$ cat src/rtl/im_responder_pkg.sv
// Shared constants and types for the instruction-memory SRAM responder.
// Holds the FSM state encoding and the default interface geometry.
package im_responder_pkg;

  localparam int WAIT_CYCLES_DEF = 2;
  localparam int ADDR_W_DEF      = 14;
  localparam int WAIT_CNT_W      = 3;
  localparam int BYTE_OFS_W      = 2;
  localparam int BUS_W           = 32;

  // The responder only ever reads, so every byte lane stays write-disabled.
  localparam logic [3:0] WEB_READ_ONLY = 4'b1111;

  typedef enum logic [1:0] {
    IDLE   = 2'd0,
    ACCESS = 2'd1,
    RESP   = 2'd2
  } im_state_e;

  // True when the byte address has any bit set above the SRAM word range.
  function automatic logic addr_out_of_range(input logic [BUS_W-1:0] byte_addr,
                                             input int addr_w);
    return (byte_addr >> (addr_w + BYTE_OFS_W)) != '0;
  endfunction

endpackage

$ cat src/rtl/im_responder.sv
// Instruction-memory responder: turns I-cache word requests into timed SRAM
// reads and holds each response until the requester consumes it.
module im_responder
  import im_responder_pkg::*;
#(
  parameter int WAIT_CYCLES = WAIT_CYCLES_DEF,
  parameter int ADDR_W      = ADDR_W_DEF
) (
  input  logic              clk,
  input  logic              rst,
  input  logic              IM_enable,
  input  logic [31:0]       IM_address,
  input  logic              IM_hold,
  output logic              ready,
  output logic [31:0]       IM_data,
  output logic              IM_err,
  output logic              CS,
  output logic              OE,
  output logic [3:0]        WEB,
  output logic [ADDR_W-1:0] A,
  input  logic [31:0]       DO
);

  localparam logic [WAIT_CNT_W-1:0] LAST_CNT = WAIT_CNT_W'(WAIT_CYCLES);

  im_state_e             state_q, state_d;
  logic [WAIT_CNT_W-1:0] cnt_q, cnt_d;
  logic [ADDR_W-1:0]     addr_q, addr_d;
  logic                  oor_q, oor_d;
  logic [31:0]           data_q, data_d;
  logic                  ready_q, ready_d;
  logic                  err_q, err_d;
  logic                  cs_q, cs_d;
  logic                  oe_q, oe_d;

  always_comb begin
    state_d = state_q;
    cnt_d   = cnt_q;
    addr_d  = addr_q;
    oor_d   = oor_q;
    data_d  = data_q;

    case (state_q)
      IDLE: begin
        if (IM_enable) begin
          state_d = ACCESS;
          addr_d  = IM_address[ADDR_W+1:BYTE_OFS_W];
          oor_d   = addr_out_of_range(IM_address, ADDR_W);
          cnt_d   = '0;
        end
      end
      ACCESS: begin
        // A withdrawn request abandons the read without touching the data register.
        if (!IM_enable) begin
          state_d = IDLE;
        end else if (cnt_q == LAST_CNT) begin
          state_d = RESP;
          data_d  = oor_q ? '0 : DO;
        end else begin
          cnt_d = cnt_q + 1'b1;
        end
      end
      RESP: begin
        if (!IM_hold) state_d = IDLE;
      end
      default: state_d = IDLE;
    endcase

    // Outputs are decoded from the next state so they register alongside it.
    ready_d = (state_d == RESP);
    err_d   = (state_d == RESP) && oor_d;
    oe_d    = (state_d == ACCESS);
    cs_d    = (state_d == ACCESS) && !oor_d;
  end

  always_ff @(posedge clk or negedge rst) begin
    if (!rst) begin
      state_q <= IDLE;
      cnt_q   <= '0;
      addr_q  <= '0;
      oor_q   <= 1'b0;
      data_q  <= '0;
      ready_q <= 1'b0;
      err_q   <= 1'b0;
      cs_q    <= 1'b0;
      oe_q    <= 1'b0;
    end else begin
      state_q <= state_d;
      cnt_q   <= cnt_d;
      addr_q  <= addr_d;
      oor_q   <= oor_d;
      data_q  <= data_d;
      ready_q <= ready_d;
      err_q   <= err_d;
      cs_q    <= cs_d;
      oe_q    <= oe_d;
    end
  end

  assign ready   = ready_q;
  assign IM_data = data_q;
  assign IM_err  = err_q;
  assign CS      = cs_q;
  assign OE      = oe_q;
  assign WEB     = WEB_READ_ONLY;
  assign A       = addr_q;

endmodule

$ cat config.mk
export PLATFORM = sky130hd
export DESIGN_NAME = im_responder
export DESIGN_NICKNAME = d
export VERILOG_FILES = /design/src/rtl/im_responder_pkg.sv /design/src/rtl/im_responder.sv
export SDC_FILE = /design/constraint.sdc
export NUM_CORES = 1
export LEC_CHECK = 0
export CORE_MARGIN = 2
export CORE_UTILIZATION = 37
export CTS_CLUSTER_SIZE = 16
export DETAILED_ROUTE_END_ITERATION = 10
export HOLD_SLACK_MARGIN = 0.15
export PLACE_DENSITY = 0.83
export RECOVER_POWER = 25
export SYNTH_ARGS = -nofsm -noshare
export SYNTH_HDL_FRONTEND = slang
export SYNTH_SLANG_ARGS = --single-unit
$ cat constraint.sdc
create_clock -name clk -period 1.3 [get_ports clk]
set_input_delay 0.195 -clock clk [delete_from_list [all_inputs] [get_ports clk]]
set_output_delay 0.195 -clock clk [all_outputs]
set_load 0.1 [all_outputs]
# Word-level counts from Yosys, hierarchy flattened
# Index checks and enable logic that the tools add are counted.
word_totals:
  register_bits: 56
  inputBits: 68
  out_inout_bits: 54
op_classes:
  n_eq_ne: 8
  addsub: 1
  muxes: 12
  n_reduce_logical: 9
ops:
  columns: ["cell", "n"]
  rows:
  - ["2-to-1 mux 32 bit", 1]
  - ["nonzero test 32 bit", 1]
  - ["2-to-1 mux 3 bit", 3]
  - ["2-to-1 mux 2 bit", 4]
  - ["inequality test 2 bit (second input constant)", 3]
  - ["one-hot mux 2 bit (3 select lines)", 1]
  - ["one-hot mux 3 bit (2 select lines)", 1]
  - ["equality test 2 x 1 -> 1 bit (second input constant)", 2]
  - ["equality test 2 bit (second input constant)", 2]
  - ["AND reduction 4 bit", 1]
  - ["adder 3 x 1 -> 3 bit (second input constant)", 1]
  - ["equality test 3 x 2 -> 1 bit (second input constant)", 1]
  - ["AND reduction 3 bit", 1]
  - ["logical AND 1 bit", 2]
  - ["logical NOT 2 bit", 1]
  - ["2-to-1 mux 1 bit", 2]
  - ["AND reduction 2 bit", 1]
  - ["nonzero test 2 bit", 1]
  - ["logical NOT 1 bit", 1]

# Depth between registers and ports, before layout
logic_depth:
  ltp_word: 6
  mapped_depth: 6

# Worst setup path after synthesis
# No wires, ideal clock.
synth_path:
  path_kind: "register to register"
  startpoint: "reg state_q[1]"
  endpoint: "reg addr_q[10], in the netlist A[10]"
  stages_incl_launch_ff: 5
  path_buffers: 1
  arrival_ns: 1.187
  setup_ns: 0.125
  required_ns: 1.175
  slack_ns: -0.013
  cell_sequence: "dfrtp_1 nand2b_4 nor2_4 buf_6 mux2_2"
synth_via:
  elab_chain_len: 2
synth_rtl:
  columns: ["item", "line", "text"]
  rows:
  - ["from (decl)", "im_responder.sv:26", "im_state_e state_q, state_d;"]
  - ["from (signal assigned)", "im_responder.sv:88", "state_q <= state_d;"]
  - ["logical NOT 2 bit", "im_responder.sv:43", "case (state_q)"]
  - ["AND reduction 2 bit (no source line)", null, null]
  - ["to (signal assigned)", "im_responder.sv:90", "addr_q <= addr_d;"]
  - ["to (decl)", "im_responder.sv:28", "logic [ADDR_W-1:0] addr_q, addr_d;"]
# Every way passes these cells.
# A chain may end at the register's enable or synchronous reset.

# Final worst setup path
layout_path:
  startpoint: "reg cnt_q[0]"
  endpoint: "reg data_q[30], in the netlist IM_data[30]"
layout_via:
  elab_chain_len: 2
layout_rtl:
  columns: ["item", "line", "text"]
  rows:
  - ["from (decl)", "im_responder.sv:27", "logic [WAIT_CNT_W-1:0] cnt_q, cnt_d;"]
  - ["from (signal assigned)", "im_responder.sv:89", "cnt_q <= cnt_d;"]
  - ["equality test 3 x 2 -> 1 bit", "im_responder.sv:56", "end else if (cnt_q == LAST_CNT) begin"]
  - ["AND reduction 3 bit (no source line)", null, null]
  - ["to (signal assigned)", "im_responder.sv:92", "data_q <= data_d;"]
  - ["to (decl)", "im_responder.sv:30", "logic [31:0] data_q, data_d;"]
# Every way passes these cells.

==> metrics.md <==
| Metric | Value |
|---|---|
| Final period utilization | 1.06 |
| Rows | 30 |
| Max cap viols | 0 |
| Total Wirelength | 7220 um |
| Num ports | 122 |
| Die Ht | 86.5 um |
| Fraction of layout cells with a size suffix above 1 | 0.395 |
| Largest net degree at the start of global routing | 57 |
| Ys Warns | 0 |
| RePlAce Congestion | 0.787 |
| Global route overflow | 0 |
| Vias | 2,243 |
| Worst setup path startpoint | cnt_q[0] |
| Reg power frac | 0.245 |
| Count of port buffers added during placement | 115 |
| GR Util met1 | 0.216 |
| Post-synthesis async set-or-reset flop share | 1.00 |
| Required @ worst endpoint | 1490 ps |
| Die ar. | 7480 um2 |
| Ant diodes | 0 |
| Final setup violation count | 34 |
| GR Util met3 | 0.0486 |
| Pre-antenna DRT Iters | 6 |
| DRT iter0 DRCs | 90 |
| Worst Setup End Kind | register |
| CP Data Arrival Time | 1570 ps |
| Vias in the first global route | 2,223 |
| Synthesized area | 2520 um2 |
| Pint | 5.87 mW |
| DR WL/cell | 16.8 um |
| Mapped Cells | 221 |
| Drt via density | 5.23 |
| Max Fclk | 725 MHz |
| Clk root buf | clkbuf_8 |
| Clk sink count | 56 |
| Switching pwr | 5.90 mW |
| Sequential area share after synthesis | 0.557 |
| CTS buffer count | 5 |
| Capturing point of the worst reg2reg path | IM_data[30] |
| Fillers | 447 |
| Setup WS post-layout | -78.9 ps |
| Final Util | 0.715 |
| Post-synthesis cell type count | 28 |
| Syn Area/Cell | 11.4 um2 |
| Clock transition at path regs | 100 ps |
| Antenna violations before repair | 0 |
| Met2 usage | 0.306 |
| DIE WIDTH | 86.5 um |
| Clock Power Share | 0.106 |
| Worst skew pair latency | 310 ps |
| Post-route ant nets | 0 |
| Placeable Area | 6680 um2 |
| Static leakage | 2.18 nW |
| Post-synth top flop | dfrtp_1 |
| Hold Vio Cnt, Final | 0 |
| Hold Crit Class | in2reg |
| Comb pwr share | 0.649 |
| R2R depth | 6 |
| Run status | finished, violations left |
| Detailed Place HPWL | 4640 um |
| Post-synth EDFFs | 0 |
| Switching share of power | 0.502 |
| # DRC | 0 |
| Unrepaired setup endpoints after global routing | yes |
| Yosys reg bits | 56 |
| Max Slew Vio Count | 0 |
| Gr busiest metal | met2 |
| Final min period | 1380 ps |
| Rel. slew slack | 0.489 |
| Worst Setup EP | IM_data[30] |
| Worst reg2reg path startpoint | cnt_q[0] |
| Initial Utilization | 0.377 |
| Crit path kind | reg2reg |
| Layout area overhead | 89.7% |
| Peak VDD IR | 1.74 mV |
| Failing checks | setup timing |
| CTS H-Tree Depth | 2 |
| Bufs on Longest Clock Path | 2 |
| Dpl cell area | 4260 um2 |
| Worst Tran Pin Value | 767 ps |
| P per Cell Area | 2460 nW/um2 |
| Setup_tns | -1200 ps |
| R2R Setup Slk | -80 ps |
| Global-route wire length before repair | 10,600 um |
| Total GRT Usage | 0.178 |
| Final Cell Area | 4780 um2 |
| Worst slack, placed | -299 ps |
| CP Max Fanout | 15 |
| CTS tree | yes |
| Startpoint type of the worst setup path | register |
| Nets@finish | 418 |
| Worst Skew | 12.9 ps |
[critical path, cell delays in order, from the launching register on]
cell and delay (ps):
dfrtp_1 400, inv_2 90, ha_4 160, nand3b_4 140, buf_12 200, o21ai_1 170, o41ai_2 110
[sequential cells by signal, summed over array words and instances, names as in the netlist]
register and count:
IM_data 32, A 14, cnt_q 3, state_q 2, CS 1, IM_err 1, OE 1, oor_q 1
ready 1
[layout by cell type (no fill, tap or decap), types with 2 or more instances in the layout]
cell             instances
nand4b_1                 2
inv_1                   33
conb_1                   4
o41ai_2                 17
buf_4                   12
clkbuf_8                 7
nand3b_4                 2
buf_12                  53
nor4_1                   4
o21ai_1                 12
o21ai_0                  9
o21ai_2                 12
mux2_2                  16
clkdlybuf4s50_1         64
clkbuf_16                3
buf_6                    3
dfrtp_1                 55
o41ai_1                 15
buf_8                    2
[cells by family (layout without fill, tap and decap cells)]
kind of cell    count (synthesis)  after routing  synth area share
mux                            17             17            0.0755
buf+inv                        58            182             0.113
fa+ha+maj                       2              2           0.00994
simple gates                   17             18            0.0547
other cells                     1              4           0.00149
compound gates                 70             70             0.189
flops                          56             56             0.557
[per-layer routing]
layer / vias up / part of all wire / routed length (um)
li1: 1038 / - / -
met1: 1095 / 0.38 / 2750
met2: 89 / 0.53 / 3850
met3: 21 / 0.060 / 430
met4: 0 / 0.026 / 190
met5: - / 0 / 0
[worst min-delay path by stage]
stage,from,to,slack (ps),depth (start not counted)
finish,DO[21],IM_data[21],420,3
floorplan,rst,A[0],-100,0
CTS,rst,IM_data[30],410,3
global route,DO[31],IM_data[31],430,3
detailed placement,rst,IM_data[30],220,2
global placement,rst,IM_data[2],220,2
[synth_stat cells (2+ instances only)]
cell type,count,share of area
o22ai_1,2,0.0050
dfrtp_1,56,0.56
nor4_1,4,0.0099
nand4b_1,2,0.0070
ha_1,2,0.0099
inv_1,34,0.051
buf_4,5,0.015
buf_6,6,0.027
clkbuf_1,11,0.016
buf_2,2,0.0040
o21ai_0,34,0.068
mux2_2,16,0.072
o41ai_1,32,0.11
[power groups by stage]
stage / registers (mW) / clock network (mW) / logic, mW
finish: 2.89 / 1.24 / 7.64
global route: 2.96 / 1.34 / 7.86
global placement: 2.84 / 0 / 7.03
floorplan: 6.15 / 0 / 0.916
detailed placement: 2.87 / 0 / 7.12
CTS: 2.84 / 1.27 / 7.24
[layout make-up]
| class | instances | area (um2) | share of cell area |
|---|---|---|---|
| clock buffer | 7 | 96.3 | 0.0202 |
| tap | 80 | 100 | 0.0210 |
| clock inverter | 1 | 30.0 | 0.00629 |
| sequential | 56 | 1400 | 0.294 |
| inverter | 34 | 128 | 0.0267 |
| multi-input combinational | 111 | 1070 | 0.223 |
| timing repair buffer | 140 | 1950 | 0.409 |
[stage by stage]
| stage | hold slack [ps] | std cells | total power, mW |
|---|---|---|---|
| final | 423 | 429 | 11.8 |
| after global routing | 428 | 429 | 12.2 |
| after detailed placement | 221 | 409 | 9.99 |
| after CTS | 413 | 419 | 11.4 |
| after global placement | 217 | 409 | 9.87 |
| after floorplan | -101 | 224 | 7.06 |
[timing repair]
action                                  in CTS  in global routing
hold endpoints to repair                    56                  0
hold buffers                                 1                  0
buffers inserted                             1                  3
endpoints found under the setup margin      34                 53
pin swaps                                    1                  5
cloned                                       0                  7
resized for setup                           24                 45
No activity file was read; power rests on OpenSTA's default activity.
